==> src/rtl/serial_addsub_nb_pkg.sv <==
// Shared definitions for the digit-serial adder/subtractor.
package serial_addsub_nb_pkg;

  typedef enum logic {
    ST_IDLE = 1'b0,
    ST_RUN  = 1'b1
  } state_e;

  // Counter must hold values 0..n inclusive.
  function automatic int cnt_width(input int n);
    return $clog2(n + 1);
  endfunction

endpackage

==> src/rtl/serial_addsub_nb_add_slice.sv <==
// Combinational ripple of DIGIT full-adder cells; also exposes the carry into its top bit.
module add_slice #(
  parameter int DIGIT = 1
) (
  input  logic [DIGIT-1:0] a,
  input  logic [DIGIT-1:0] b,
  input  logic             cin,
  output logic [DIGIT-1:0] sum,
  output logic             cout,
  output logic             c_msb_in
);

  logic c;

  always_comb begin
    sum      = '0;
    c_msb_in = 1'b0;
    c        = cin;
    for (int unsigned i = 0; i < DIGIT; i++) begin
      if (i == DIGIT - 1) c_msb_in = c;
      sum[i] = a[i] ^ b[i] ^ c;
      c      = (a[i] & b[i]) | (a[i] & c) | (b[i] & c);
    end
    cout = c;
  end

endmodule

==> src/rtl/serial_addsub_nb.sv <==
// Digit-serial add/subtract unit: DIGIT bits per clock, start/busy/done handshake.
module serial_addsub_nb
  import serial_addsub_nb_pkg::*;
#(
  parameter int WIDTH = 8,
  parameter int DIGIT = 1
) (
  input  logic             clk,
  input  logic             rst_n,
  input  logic             start,
  input  logic             sub,
  input  logic [WIDTH-1:0] a,
  input  logic [WIDTH-1:0] b,
  input  logic             cin,
  output logic             busy,
  output logic             done,
  output logic [WIDTH-1:0] sum,
  output logic             cout,
  output logic             ovf
);

  localparam int N  = WIDTH / DIGIT;
  localparam int CW = cnt_width(N);
  localparam logic [CW-1:0] LAST = CW'(N - 1);

  state_e           state_q, state_d;
  logic [WIDTH-1:0] opa_q, opa_d, opb_q, opb_d, psum_q, psum_d;
  logic [WIDTH-1:0] sum_q, sum_d;
  logic             carry_q, carry_d;
  logic [CW-1:0]    cnt_q, cnt_d;
  logic             done_q, done_d, cout_q, cout_d, ovf_q, ovf_d;

  logic [DIGIT-1:0]       sl_sum;
  logic                   sl_cout, sl_cmsb;
  logic [WIDTH+DIGIT-1:0] shift_cat;

  add_slice #(.DIGIT(DIGIT)) u_slice (
    .a        (opa_q[DIGIT-1:0]),
    .b        (opb_q[DIGIT-1:0]),
    .cin      (carry_q),
    .sum      (sl_sum),
    .cout     (sl_cout),
    .c_msb_in (sl_cmsb)
  );

  // Concatenate-then-slice keeps the shift legal when DIGIT == WIDTH.
  assign shift_cat = {sl_sum, psum_q};

  always_comb begin
    state_d = state_q;
    opa_d   = opa_q;
    opb_d   = opb_q;
    psum_d  = psum_q;
    carry_d = carry_q;
    cnt_d   = cnt_q;
    sum_d   = sum_q;
    cout_d  = cout_q;
    ovf_d   = ovf_q;
    done_d  = 1'b0;
    case (state_q)
      ST_IDLE: begin
        if (start) begin
          state_d = ST_RUN;
          opa_d   = a;
          opb_d   = sub ? ~b : b;
          carry_d = sub ? 1'b1 : cin;
          cnt_d   = '0;
        end
      end
      ST_RUN: begin
        opa_d   = opa_q >> DIGIT;
        opb_d   = opb_q >> DIGIT;
        psum_d  = shift_cat[WIDTH+DIGIT-1:DIGIT];
        carry_d = sl_cout;
        cnt_d   = cnt_q + 1'b1;
        if (cnt_q == LAST) begin
          state_d = ST_IDLE;
          sum_d   = shift_cat[WIDTH+DIGIT-1:DIGIT];
          cout_d  = sl_cout;
          ovf_d   = sl_cmsb ^ sl_cout;
          done_d  = 1'b1;
        end
      end
      default: state_d = ST_IDLE;
    endcase
  end

  always_ff @(posedge clk or negedge rst_n) begin
    if (!rst_n) begin
      state_q <= ST_IDLE;
      opa_q   <= '0;
      opb_q   <= '0;
      psum_q  <= '0;
      carry_q <= 1'b0;
      cnt_q   <= '0;
      sum_q   <= '0;
      cout_q  <= 1'b0;
      ovf_q   <= 1'b0;
      done_q  <= 1'b0;
    end else begin
      state_q <= state_d;
      opa_q   <= opa_d;
      opb_q   <= opb_d;
      psum_q  <= psum_d;
      carry_q <= carry_d;
      cnt_q   <= cnt_d;
      sum_q   <= sum_d;
      cout_q  <= cout_d;
      ovf_q   <= ovf_d;
      done_q  <= done_d;
    end
  end

  assign busy = (state_q == ST_RUN);
  assign done = done_q;
  assign sum  = sum_q;
  assign cout = cout_q;
  assign ovf  = ovf_q;

endmodule

==> config.mk <==
export PLATFORM = sky130hd
export DESIGN_NAME = serial_addsub_nb
export DESIGN_NICKNAME = d
export VERILOG_FILES = /design/src/rtl/serial_addsub_nb_pkg.sv /design/src/rtl/serial_addsub_nb_add_slice.sv /design/src/rtl/serial_addsub_nb.sv
export SDC_FILE = /design/constraint.sdc
export NUM_CORES = 1
export LEC_CHECK = 0
export BUFFER_PORTS_ARGS = -buffer_cell sky130_fd_sc_hd__buf_4
export CAP_MARGIN = 10
export CORE_MARGIN = 2
export CORE_UTILIZATION = 33
export DETAILED_ROUTE_END_ITERATION = 10
export GPL_TIMING_DRIVEN = 1
export PLACE_DENSITY = 0.57
export SKIP_LAST_GASP = 1
export SYNTH_ARGS = -nofsm -noshare
export SYNTH_HDL_FRONTEND = slang
export SYNTH_HIERARCHICAL = 1
export SYNTH_SLANG_ARGS = --single-unit
==> constraint.sdc <==
create_clock -name clk -period 3.8 [get_ports clk]
set_input_delay 0.95 -clock clk [delete_from_list [all_inputs] [get_ports clk]]
set_output_delay 0.95 -clock clk [all_outputs]
set_load 0.005 [all_outputs]
==> run summary <==
Leak: 1.094 nW
Clk root buf: clkbuf_8
Area of the multi-input gates: 738.2 sq um
Outcome: finished, final reports clean
RSZ-0062 raised after global routing: false
GRT Util Overall: 11.06%
Vias in the first global route: 1196
GPL Wtd Cong: 0.6842
Sequential element share of the synthesized area: 55.52%
Port Buf Inserts: 32
Design Power: 1.633 mW
DRC Markers: 0
CTS HTree Levels: 2
Post-CTS Setup Bufs: 0
# IOs: 33
Slew HR: 66.66%
CP max FO: 2
Synth area leaders: dfrtp_1 (56%), mux2i_1 (8.9%), mux2_4 (5.8%)
Antenna Violating Nets Remaining: 0
Synth top area share: 55.52%
Worst-Margin Slew: 0.5001 ns
Final number of setup-violating endpoints: 0
Layout cells sized above 1: 33.33%
Most common cell in the netlist: dfrtp_1
WP buf/inv: 1
WL per Instance: 12.52 um
Worst EP arrival: 0.81 ns
Global-route wire length before repair: 5340 um
Post-DP HPWL: 2119 um
Clk slew on worst S/H paths: 0.08 ns
Worst setup margin: 2.039 ns
Clk sinks: 40
Resized Gates After CTS: 0
Hold Path Class: reg2reg
Max cap viols: 0
Syn nets: 166
CTS tree: yes
Hold Slack: 0.4869 ns
Leading cell types by count after synthesis: dfrtp_1 (40), nand2_1 (17), o21ai_0 (17), mux2i_1 (16), mux2_2 (9)
Fin Setup TNS: 0 ns
Main synth FF type: dfrtp_1
Die width: 77.92 um
CP top delay family: flip-flops
Syn avg cell area: 12.61 sq um
Period utilization: 46.33%
TritonCTS buffer count: 5
CP Launch Type: flop
Fmax: 0.5680 GHz
Sequential cell area: 1001 sq um
Fin area: 2205 sq um
Number of synthesized flops with an enable pin: 0
Synth Instances: 143
Gr ovfl total: 0
Yosys top cell by area: dfrtp_1
Clock buffer depth: 2
Die footprint: 6071 sq um
Fin nets: 196
Filler cells: 512
Slowest stage delay, CP: 0.39 ns
Worst skew pair latency: 0.28 ns
Slew Limit Fails: 0
Initial DRC Count: 47
Critical path class: reg2out
Total Routed Length: 3054 um
Synth unique cells: 22
Final Skew: 0.003966 ns
Worst slack, placed: 2.067 ns
Hold buffer count at cts: 0
Synth Cell Area: 1803 sq um
Slowest-stage cell, CP: dfrtp_1
Drt pass-1 iters: 4
Core area: 5205 sq um
Fin crit period: 1.761 ns
Vias post-DR: 1135
Area added between synthesis and finish: 22.28%
Critical path cell sequence: buf_4
Initial Utilization: 34.64%
Crit. End Element: output pin
Ys async rst share: 100.0%
Power Density: 740.8 nW/um^2
Inserted Diodes: 0
Pin count of the biggest net entering global routing: 47
Worst EP required: 2.85 ns
Hold Vio Cnt, Final: 0
Post-DP Area: 2078 sq um
Core Rows: 26
Die Ht: 77.92 um
Ys Warns: 6
Maximum vdd ir drop: 0.1736 mV
#FFs+latches synth: 40
Vias per std cell: 4.652
Initial antenna violation count: 0
-- layout by cell type, fill, tap and decap left out, types with 3 or more instances in the layout --
cell	count
clkbuf_8	7
nor2_1	4
nand2_1	17
mux2_2	9
nand2b_1	3
buf_4	33
o21ai_0	17
xnor2_1	3
mux2i_1	16
xor2_1	8
mux2_4	7
dfrtp_1	40
-- registers in the layout, indices dropped and copies added (netlist names) --
register and flops:
cout 1, sum 8, opa_q 8, cnt_q 4, ovf 1, done 1
carry_q 1, opb_q 8, psum_q 7, busy 1
-- power breakdown --
part | switching (mW) | leakage (nW) | total [mW] | internal (mW)
logic | 0.226 | 0.513 | 0.542 | 0.315
clock network | 0.142 | 0.0645 | 0.374 | 0.232
registers | 0.114 | 0.517 | 0.718 | 0.604
-- area by class of cell --
class / count / share of cell area (%)
Clock buffer: 7 / 4.370
Tap cell: 70 / 3.973
Inverter: 1 / 0.1703
Clock inverter: 1 / 1.362
Sequential cell: 40 / 45.40
Timing Repair Buffer: 33 / 11.24
Multi-Input combinational cell: 92 / 33.48
-- kinds of logic (layout without fill, tap and decap cells) --
kind of cell,Yosys count,in the layout,synth area share (%)
mux,32,32,20.33
flops,40,40,55.52
xor+xnor,11,11,5.344
buf+inv,11,42,3.539
fa+ha+maj,2,2,1.804
compound gates,21,21,6.454
simple gates,26,26,7.008
-- metal layers --
metal	routed length (um)	GRT usage, %	share of wire, %	vias to the layer above
li1	-	-	-	546
met1	1299	13.11	43	556
met2	1569	18.71	51	28
met3	154	3.837	5.0	5
met4	31	3.684	1.0	0
met5	0	0	0	-
-- worst paths after layout --
check	start	to	slack, ns	cells after the start
hold / removal	opb_q[2]	opb_q[1]	0.49	2
setup reg to reg	busy	sum[0]	2.24	3
min in group asynchronous	rst_n	sum[6]	0.63	1
setup / recovery	sum[0]	sum[0]	2.04	1
hold reg to reg	opb_q[2]	opb_q[1]	0.49	2
max in group asynchronous	rst_n	opa_q[5]	2.83	1
-- through the flow --
step,cells,utilization [%]
final,244,42.36
after global routing,244,42.36
after global placement,236,39.93
after CTS,244,42.36
after detailed placement,236,39.93
after floorplan,143,-
Power figures use the tool's default switching activity.
